### src/rtl/servo_pkg.sv
// Shared types and default timing for the servo dispense controller.
// Defaults assume a 50 MHz clock and a 20 ms servo frame.
package servo_pkg;

   typedef enum logic [2:0] {
      ST_IDLE,
      ST_ARM,
      ST_DISPENSE,
      ST_RETURN,
      ST_DONE
   } state_t;

   localparam int DEF_N_MOTORS      = 4;
   localparam int DEF_PERIOD_CYC    = 1_000_000;
   localparam int DEF_PULSE_REST    = 50_000;
   localparam int DEF_PULSE_DISP    = 100_000;
   localparam int DEF_HOLD_FRAMES   = 50;
   localparam int DEF_RETURN_FRAMES = 25;

   // Product codes are 1-based; 0 and anything above the slot count are rejected.
   function automatic logic code_valid(input logic [2:0] code, input int unsigned n_motors);
      return (code != 3'd0) && ({29'd0, code} <= n_motors);
   endfunction

endpackage

### src/rtl/servo_frame_timer.sv
// Free-running PWM frame counter; frame_end marks the last cycle of every frame.
module servo_frame_timer #(
   parameter  int PERIOD_CYC = servo_pkg::DEF_PERIOD_CYC,
   localparam int CW         = (PERIOD_CYC > 1) ? $clog2(PERIOD_CYC) : 1
) (
   input  logic          clk,
   input  logic          rst_n,
   output logic [CW-1:0] cnt,
   output logic          frame_end
);

   logic [CW-1:0] cnt_q;

   assign frame_end = (cnt_q == CW'(PERIOD_CYC - 1));
   assign cnt       = cnt_q;

   always_ff @(posedge clk or negedge rst_n) begin
      if (!rst_n) begin
         cnt_q <= '0;
      end else if (frame_end) begin
         cnt_q <= '0;
      end else begin
         cnt_q <= cnt_q + CW'(1);
      end
   end

endmodule

### src/rtl/servo_dispense_ctrl.sv
// Drives one servo per product slot: rest pulses normally, a timed sweep to the
// dispense position for the selected slot, then reports completion.
module servo_dispense_ctrl
   import servo_pkg::*;
#(
   parameter int N_MOTORS      = DEF_N_MOTORS,
   parameter int PERIOD_CYC    = DEF_PERIOD_CYC,
   parameter int PULSE_REST    = DEF_PULSE_REST,
   parameter int PULSE_DISP    = DEF_PULSE_DISP,
   parameter int HOLD_FRAMES   = DEF_HOLD_FRAMES,
   parameter int RETURN_FRAMES = DEF_RETURN_FRAMES
) (
   input  logic                clk,
   input  logic                rst_n,
   input  logic                sel_valid,
   input  logic [2:0]          sel_code,
   output logic                busy,
   output logic                done,
   output logic                error,
   output logic [N_MOTORS-1:0] pwm_motor
);

   localparam int CW = (PERIOD_CYC > 1) ? $clog2(PERIOD_CYC) : 1;
   localparam int IW = (N_MOTORS > 1) ? $clog2(N_MOTORS) : 1;
   localparam int FMAX = (HOLD_FRAMES > RETURN_FRAMES) ? HOLD_FRAMES : RETURN_FRAMES;
   localparam int FW = (FMAX > 0) ? $clog2(FMAX + 1) : 1;

   localparam logic [CW-1:0] W_REST = CW'(PULSE_REST);
   localparam logic [CW-1:0] W_DISP = CW'(PULSE_DISP);

   logic [CW-1:0]       cnt;
   logic                frame_end;
   state_t              state_q;
   logic [IW-1:0]       idx_q;
   logic [IW-1:0]       idx_d;
   logic [FW-1:0]       frames_q;
   logic [CW-1:0]       width_q [N_MOTORS];
   logic [N_MOTORS-1:0] pwm_q;
   logic                busy_q;
   logic                done_q;
   logic                error_q;
   logic                code_ok;

   servo_frame_timer #(
      .PERIOD_CYC (PERIOD_CYC)
   ) u_timer (
      .clk       (clk),
      .rst_n     (rst_n),
      .cnt       (cnt),
      .frame_end (frame_end)
   );

   assign code_ok = code_valid(sel_code, N_MOTORS);
   assign idx_d   = IW'(sel_code - 3'd1);

   // Widths only move on frame_end, so each comparator sees one width per frame.
   always_ff @(posedge clk or negedge rst_n) begin
      if (!rst_n) begin
         state_q  <= ST_IDLE;
         idx_q    <= '0;
         frames_q <= '0;
         busy_q   <= 1'b0;
         done_q   <= 1'b0;
         error_q  <= 1'b0;
         for (int i = 0; i < N_MOTORS; i++) begin
            width_q[i] <= W_REST;
         end
      end else begin
         done_q  <= 1'b0;
         error_q <= 1'b0;
         unique case (state_q)
            ST_IDLE: begin
               if (sel_valid) begin
                  if (code_ok) begin
                     idx_q   <= idx_d;
                     busy_q  <= 1'b1;
                     state_q <= ST_ARM;
                  end else begin
                     error_q <= 1'b1;
                  end
               end
            end
            ST_ARM: begin
               if (frame_end) begin
                  width_q[idx_q] <= W_DISP;
                  frames_q       <= '0;
                  state_q        <= ST_DISPENSE;
               end
            end
            ST_DISPENSE: begin
               if (frame_end) begin
                  if (frames_q == FW'(HOLD_FRAMES - 1)) begin
                     width_q[idx_q] <= W_REST;
                     frames_q       <= '0;
                     state_q        <= ST_RETURN;
                  end else begin
                     frames_q <= frames_q + FW'(1);
                  end
               end
            end
            ST_RETURN: begin
               if (frame_end) begin
                  if (frames_q == FW'(RETURN_FRAMES - 1)) begin
                     done_q  <= 1'b1;
                     state_q <= ST_DONE;
                  end else begin
                     frames_q <= frames_q + FW'(1);
                  end
               end
            end
            ST_DONE: begin
               busy_q  <= 1'b0;
               state_q <= ST_IDLE;
            end
            default: begin
               busy_q  <= 1'b0;
               state_q <= ST_IDLE;
            end
         endcase
      end
   end

   // Registered compare: each pulse rises the cycle after cnt==0.
   always_ff @(posedge clk or negedge rst_n) begin
      if (!rst_n) begin
         pwm_q <= '0;
      end else begin
         for (int i = 0; i < N_MOTORS; i++) begin
            pwm_q[i] <= (cnt < width_q[i]);
         end
      end
   end

   assign pwm_motor = pwm_q;
   assign busy      = busy_q;
   assign done      = done_q;
   assign error     = error_q;

endmodule

### config.mk
export PLATFORM = sky130hd
export DESIGN_NAME = servo_dispense_ctrl
export DESIGN_NICKNAME = d
export VERILOG_FILES = /design/src/rtl/servo_pkg.sv /design/src/rtl/servo_frame_timer.sv /design/src/rtl/servo_dispense_ctrl.sv
export SDC_FILE = /design/constraint.sdc
export NUM_CORES = 1
export LEC_CHECK = 0
export ABC_AREA = 1
export CORE_MARGIN = 1.5
export CORE_UTILIZATION = 45
export CTS_CLUSTER_SIZE = 25
export DETAILED_ROUTE_END_ITERATION = 8
export PLACE_DENSITY = 0.71
export SLEW_MARGIN = 20
export SYNTH_ARGS = -nofsm -noshare
export SYNTH_HDL_FRONTEND = slang
export SYNTH_HIERARCHICAL = 1
export SYNTH_SLANG_ARGS = --single-unit
### constraint.sdc
create_clock -name clk -period 1.9 [get_ports clk]
set_input_delay 0.19 -clock clk [delete_from_list [all_inputs] [get_ports clk]]
set_output_delay 0.19 -clock clk [all_outputs]
set_load 0.02 [all_outputs]
==> results of run 1 <==
-- cell type report --
cell class | count | area, um2 | share of cell area
flip-flops and latches | 94 | 2370 | 0.335
well taps | 176 | 220 | 0.0311
clock inverters | 1 | 7.51 | 0.00106
inverters | 137 | 517 | 0.0731
clock buffers | 15 | 268 | 0.0379
multi-input cells | 519 | 3170 | 0.449
repair buffers | 53 | 519 | 0.0734
-- power by group through the flow --
stage / combinational (mW) / clock (mW) / sequential (mW)
after global routing: 0.0756 / 1.82 / 2.00
after floorplan: 0.00582 / 0 / 2.04
final: 0.0646 / 1.69 / 2.00
after detailed placement: 0.0665 / 0 / 2.04
after CTS: 0.0681 / 1.74 / 2.00
after global placement: 0.0654 / 0 / 2.04
-- per-stage QoR --
| step | power, mW | util | instances | TNS (ps) |
|---|---|---|---|---|
| floorplan | 2.05 | - | 759 | -1390 |
| global placement | 2.10 | 0.503 | 969 | 0 |
| detailed placement | 2.11 | 0.503 | 969 | -57.5 |
| CTS | 3.81 | 0.536 | 993 | -116 |
| global route | 3.90 | 0.538 | 995 | -1950 |
| finish | 3.75 | 0.538 | 995 | 0 |
-- kinds of logic (layout without fill, tap and decap cells) --
kind of cell,after synthesis,in the layout,synth area share
buffers and inverters,146,206,0.0961
flip-flops,94,94,0.393
AND/OR/NAND/NOR,319,319,0.232
adder cells (fa/ha/maj),81,81,0.168
AO/OA/AOI/OAI,109,109,0.0969
XOR/XNOR,10,10,0.0145
-- cell usage after synthesis --
cell type and count:
a31oi_1 1, nand3b_1 2, nand2_2 7, nand4_1 10, nor2_8 1, nand3_1 32
xor2_1 10, and2_1 1, nor2_4 5, a21boi_0 2, nand2_1 173, inv_2 3
ha_1 81, nor2_2 6, nand3_2 2, inv_1 134, o21ai_0 24, nor2_1 74
clkbuf_1 4, a21oi_2 6, a21oi_1 68, buf_2 1, dfrtp_1 82, dfstp_2 12
nand2_4 3, nor3_1 3, a21o_1 4, buf_6 4, o21ai_1 4
-- sequential cells by signal, summed over array words and instances (netlist names), named ones only --
name / count
done: 1
busy: 1
idx_q: 2
u_timer/cnt: 20
pwm_motor: 4
error: 1
frames_q: 6
width_q: 48
state_q: 3
-- timing repair --
item / 4_1_cts / 5_1_grt
endpoints found under the setup margin: 15 / 50
hold buffers: 1 / 0
resized for setup: 6 / 9
setup buffers: 5 / 3
gates cloned: 2 / 1
pin swaps: 4 / 4
hold endpoints to repair: 25 / 0
-- layer usage --
| layer | GRT usage | vias up | part of all wire |
|---|---|---|---|
| met3 | 0.0560 | 23 | 0.043 |
| met4 | 0.0821 | 0 | 0.025 |
| met2 | 0.344 | 110 | 0.46 |
| met5 | 0 | - | 0 |
| met1 | 0.275 | 2298 | 0.47 |
| li1 | - | 2515 | - |
-- critical path, delay by kind of cell (launching register included) --
family,cells,cell delay (ps)
adders and majority gates,1,170
DFF,1,390
AOI/OAI and AO/OA,1,50
buffers and inverters,4,480
and+or+nand+nor,6,640
-- path summary, 6_finish.rpt --
path                               endpoint  slack (ps)  cells after the start
worst max-delay path            width_q[31]          40                     12
worst min-delay path            frames_q[2]         340                      2
worst max register to register  width_q[31]          40                     12
worst min register to register  width_q[69]         480                      2
max in group asynchronous       width_q[75]         920                      3
min in group clk                      error         470                      3
==> flow_summary_export.csv, run 1 <==
group,metric,value,unit
route,drc_errors,0,
timing,period_minus_slack,1860,ps
timing,worst_slew_pin_slew,464,ps
pwr,cellLeakagePower,3.69,nW
layout,nets,901,
floorplanning,coreArea,13100,um2
clock_tree,cts_tree,"built",
grt,grt_pass1_vias,4974,
grt,grt_max_degree,36,
placed_design,placed_area,6610,um2
placed_design,gp_congestion,0.842,
grt,grt_usage,0.214,
layout,synthToLayoutAreaGrowth,17.3,%
pwr,swShare,0.205,
setup_path,cp_common_cell,"nor2_4",
clock_tree,root_buffer,"clkbuf_16",
clock_tree,cts_made_buffers,9,
clock_tree,clock_latency,350,ps
route,vias,4946,
setup_path,cp-startpoint,"u_timer/cnt[0]",
pwr,p_sw,0.770,mW
synth,synth_cell_types,29,
route,dr.first_iter.drc_count,201,
setup_path,reg2reg_from,"u_timer/cnt[0]",
floorplanning,dieWidth,119,um
floorplanning,start_util,0.459,
synth,synthCells,759,
timing,finalHoldViolCount,0,
layout,layout_common_cells,"nand2_1 (173), inv_1 (132), dfrtp_1 (82)",
synth,synth_top_area_frac,0.340,
layout,antenna_cells,0,
placed_design,pre_cts_ws,-14.3,ps
setup_path,cp_max_fo,4,
layout,drive_gt1_frac,0.143,
grt,grt-ovfl-total,0,
synth,netlist_area,6030,um2
setup_path,required,2130,ps
layout,fillers,1228,
layout,fin_area,7070,um2
setup_path,critPathKind,"reg -> reg",
floorplanning,die_h,119,um
pwr,p_int,2.98,mW
timing,final-max-slew-violation-count,0,
synth,yosys.area.top_type,"dfrtp_1",
pwr,irDropWorstVdd,0.000688,V
synth,yosys_warnings,6,
placed_design,port_buffers,12,
pwr,power_frac_clock,0.449,
floorplanning,rows,42,
setup_path,start_kind,"flop",
route,final_antenna_net_count,0,
timing,fmax,0.537,GHz
synth,syn_nets,846,
setup_path,slowest_stage,"dfrtp_1",
grt,grt_pass1_wl,23.5,mm
pwr,seqPwrFrac,0.534,
timing,finClkSkew,9.21,ps
timing,slew_headroom,0.691,
timing,rsz0062_at_grt,"true",
route,routed_wl,13.8,mm
route,wl_per_cell,13.9,um
timing,setup_viol,0,
setup_path,end_kind,"flop",
setup_path,worstPathArrival,2090,ps
timing,fin_crit_sh,0.980,
timing,hold-worst-slack,335,ps
route,first_pass_iters,4,
timing,fin_ws,38.4,ps
synth,syn_avg_cell_area,7.94,um2
pwr,powerDensity,531,nW/um2
run,cap_viol_max_count,0,
clock_tree,path_clk_slew,60,ps
synth,synth_area_leaders,"dfrtp_1 (34%), ha_1 (17%), nand2_1 (11%)",
clock_tree,clock_path_buffers,2,
pwr,pwr-share-comb,0.017,
floorplanning,fp.dieArea,14100,um2
synth,ys_seq_area_frac,0.393,
route,via_per_inst,4.97,
floorplanning,ioPinCount,13,
hold_path,hp-class,"in -> async",
clock_tree,cts.sinks,94,
layout,final_common_cell,"nand2_1",
outcome,status,"finished clean",
grt,antenna_found_initial,0,
clock_tree,htreeDepth,3,
placed_design,dp_hpwl,9.77,mm
synth,synth-seq-cells,94,
setup_path,path_cells,"ha_4, nand3_4, nor2_4, nand3b_1, inv_1, inv_2, nor2_4, nand2_4, nor2_4, buf_12, clkbuf_16, a21oi_2",
setup_path,max_stage_delay,390,ps
(Power assumes the default switching activity.)
==> inputs of run 2 (changes only) <==
--- a/config.mk
+++ b/config.mk
@@ -5,8 +5,8 @@
 export SDC_FILE = /design/constraint.sdc
 export NUM_CORES = 1
 export LEC_CHECK = 0
-export ABC_AREA = 1
-export CORE_MARGIN = 1.5
+export ABC_AREA = 0
+export CORE_MARGIN = 2
 export CORE_UTILIZATION = 45
 export CTS_CLUSTER_SIZE = 25
 export DETAILED_ROUTE_END_ITERATION = 8
==> run 2 against run 1 <==
Against the previous run: synthesized area decreased by 7.5%; critical path depth decreased by 3; cell count decreased by 20%; setup slack got worse by 170 ps; hold slack improved by 3.4 ps; total power increased by 9.6%; clock skew about the same; core utilization increased by 3.7 points; sequential cell count unchanged; via count decreased by 11%; sequential share of layout area increased by 0.73 points; fmax decreased by 8.4%; the flow now finishes with violations (setup timing).
==> flow_summary_export.csv, run 2 <==
group,metric,value,unit
synth,ys_seq_area_frac,0.425,
placed_design,gp_congestion,0.913,
layout,drive_gt1_frac,0.248,
synth,synth_cell_types,51,
synth,synth-seq-cells,94,
clock_tree,clock_path_buffers,2,
placed_design,dp_hpwl,9.50,mm
floorplanning,coreArea,12100,um2
route,dr.first_iter.drc_count,245,
synth,syn_avg_cell_area,10.1,um2
clock_tree,path_clk_slew,70,ps
synth,synth_flop_cell,"dfrtp_1",
synth,synth_edf_count,0,
setup_path,start_kind,"flop",
synth,ys_async_sr_fraction,1.00,
synth,yosys_warnings,6,
outcome,status,"finished, violations left",
clock_tree,cts.sinks,94,
layout,final_util,0.576,
timing,fmax,0.492,GHz
placed_design,port_buffers,12,
outcome,violations,"setup timing",
timing,setup_viol,45,
setup_path,critPathKind,"reg -> reg",
layout,layout_common_cells,"ha_1 (78), dfrtp_1 (76), inv_1 (62)",
pwr,power.total,4.11,mW
setup_path,cp-startpoint,"u_timer/cnt[17]",
floorplanning,rows,40,
floorplanning,dieWidth,115,um
layout,nets,708,
timing,worst_slew_pin_slew,636,ps
clock_tree,htreeDepth,3,
run,cap_viol_max_count,0,
clock_tree,cts_made_buffers,9,
grt,grt-ovfl-total,0,
setup_path,worstPathArrival,2330,ps
route,wl_per_cell,18.0,um
synth,yosys.cell_count.top_type,"dfrtp_1",
route,first_pass_iters,4,
setup_path,reg2reg_slack,-130,ps
layout,largest_reg_flops,48,
synth,syn_nets,641,
hold_path,hp-class,"in -> async",
setup_path,r2r.worst_path.cells,9,
setup_path,cp_max_fo,4,
layout,antenna_cells,0,
timing,fin_ws,-132,ps
layout,top_register,"width_q",
synth,netlist_top_cells_count,"dfrtp_1 (82), ha_1 (81), inv_1 (62), a21oi_1 (58), nand2_1 (45)",
timing,slew_headroom,0.572,
timing,final-max-slew-violation-count,0,
pwr,irDropWorstVdd,0.000382,V
timing,finClkSkew,8.73,ps
clock_tree,root_buffer,"clkbuf_16",
timing,period_minus_slack,2030,ps
layout,synthToLayoutAreaGrowth,24.6,%
route,vias,4381,
placed_design,placed_area,6260,um2
pwr,powerDensity,593,nW/um2
synth,synth_area_leaders,"dfrtp_1 (37%), ha_1 (18%), dfstp_2 (5.7%)",
timing,finalHoldViolCount,0,
synth,netlist_area,5580,um2
grt,grt_pass1_vias,4500,
synth,yosys.area.top_type,"dfrtp_1",
floorplanning,start_util,0.462,
grt,grt_usage,0.225,
route,drc_errors,0,
layout,final_common_cell,"ha_1",
timing,fin_crit_sh,1.07,
clock_tree,cts_tree,"built",
grt,grt_pass1_wl,22.5,mm
grt,antenna_found_initial,0,
layout,fin_area,6940,um2
route,via_per_inst,5.52,
clock_tree,clock_latency,360,ps
layout,fillers,1012,
synth,synthCells,554,
floorplanning,ioPinCount,13,
route,routed_wl,14.3,mm
setup_path,required,2200,ps
floorplanning,fp.dieArea,13300,um2
synth,synth_top_area_frac,0.368,
grt,grt_max_degree,38,
pwr,cellLeakagePower,3.19,nW
route,final_antenna_net_count,0,
setup_path,worstSetupEndpoint,"width_q[15]",
setup_path,reg2reg_from,"u_timer/cnt[17]",
timing,rsz0062_at_grt,"true",
setup_path,end_kind,"flop",
timing,hold-worst-slack,339,ps
setup_path,r2r_end,"width_q[15]",
floorplanning,die_h,115,um
==> run 2: cell count changes after synthesis, moves of 8 or more <==
cell | previous run | this run
nand2_1 | 173 | 45
inv_1 | 134 | 62
nor2_1 | 74 | 35
nand3_1 | 32 | 12
nor3_1 | 3 | 15
xnor2_1 | 0 | 12
mux2i_1 | 0 | 11
a21oi_1 | 68 | 58
nor3b_1 | 0 | 8
o21a_1 | 0 | 8
==> run 2: where the power goes <==
part           total [mW]  leakage [nW]  switching, mW  internal [mW]
clock                1.99         0.148          0.797           1.19
sequential           2.04          1.23         0.0318           2.01
combinational      0.0841          1.81         0.0525         0.0316
total                4.11          3.19          0.881           3.23
==> run 2: kinds of logic after synthesis <==
kind of cell | Yosys count | share of synthesized area
buffers and inverters | 72 | 0.0521
muxes | 13 | 0.0238
xor gates and xnor gates | 18 | 0.0283
and+or+nand+nor | 177 | 0.183
DFF | 94 | 0.425
adders and majority gates | 81 | 0.182
AOI/OAI and AO/OA | 99 | 0.107
==> run 2: timing repair <==
item | CTS | global route
endpoints found under the hold margin | 29 | 0
pin swaps | 6 | 18
setup endpoints to repair | 52 | 55
resized for setup | 12 | 51
cloned | 1 | 1
setup buffers | 2 | 6
hold buffers | 1 | 0
==> run 2: routing by layer <==
metal | global-route usage | vias up | part of all wire
met5 | 0.00741 | - | 0
met4 | 0.104 | 0 | 0.035
met3 | 0.0459 | 39 | 0.056
met2 | 0.388 | 118 | 0.50
met1 | 0.270 | 2142 | 0.41
li1 | - | 2082 | -
==> run 2: final cells by class <==
class	instances	area (um2)	share of cell area
flip-flops and latches	94	2370	0.342
clock buffers	11	243	0.0350
inverters	62	233	0.0335
multi-input cells	388	3190	0.459
repair buffers	66	613	0.0883
well taps	168	210	0.0303
clock inverters	5	82.6	0.0119
==> run 2: worst max-delay path, cell delays in order, from the launching register on <==
cell and delay [ps]:
dfrtp_2 360, and3_4 190, nand4_1 170, nor4_4 350, nand2b_1 130, buf_6 160, nor3b_4 250, buf_12 150
buf_12 100, or2_4 100
==> run 2: how the worst min path moves through the flow <==
stage	cells after the start	to	from	slack (ps)
after floorplan	0	asynchronous set/reset pin	rst_n	-110
after global routing	2	width_q[12]	rst_n	390
after global placement	1	width_q[12]	rst_n	180
after CTS	2	width_q[12]	rst_n	370
final	2	width_q[17]	rst_n	340
after detailed placement	1	width_q[12]	rst_n	190
==> run 2: stage by stage <==
stage / std cells / setup TNS (ps) / setup slack [ps]
after floorplan: 554 / -12210 / -380
after global placement: 768 / -553 / -57.4
after detailed placement: 768 / -2080 / -109
after CTS: 788 / -789 / -88.5
after global routing: 794 / -6250 / -189
final: 794 / -3720 / -132
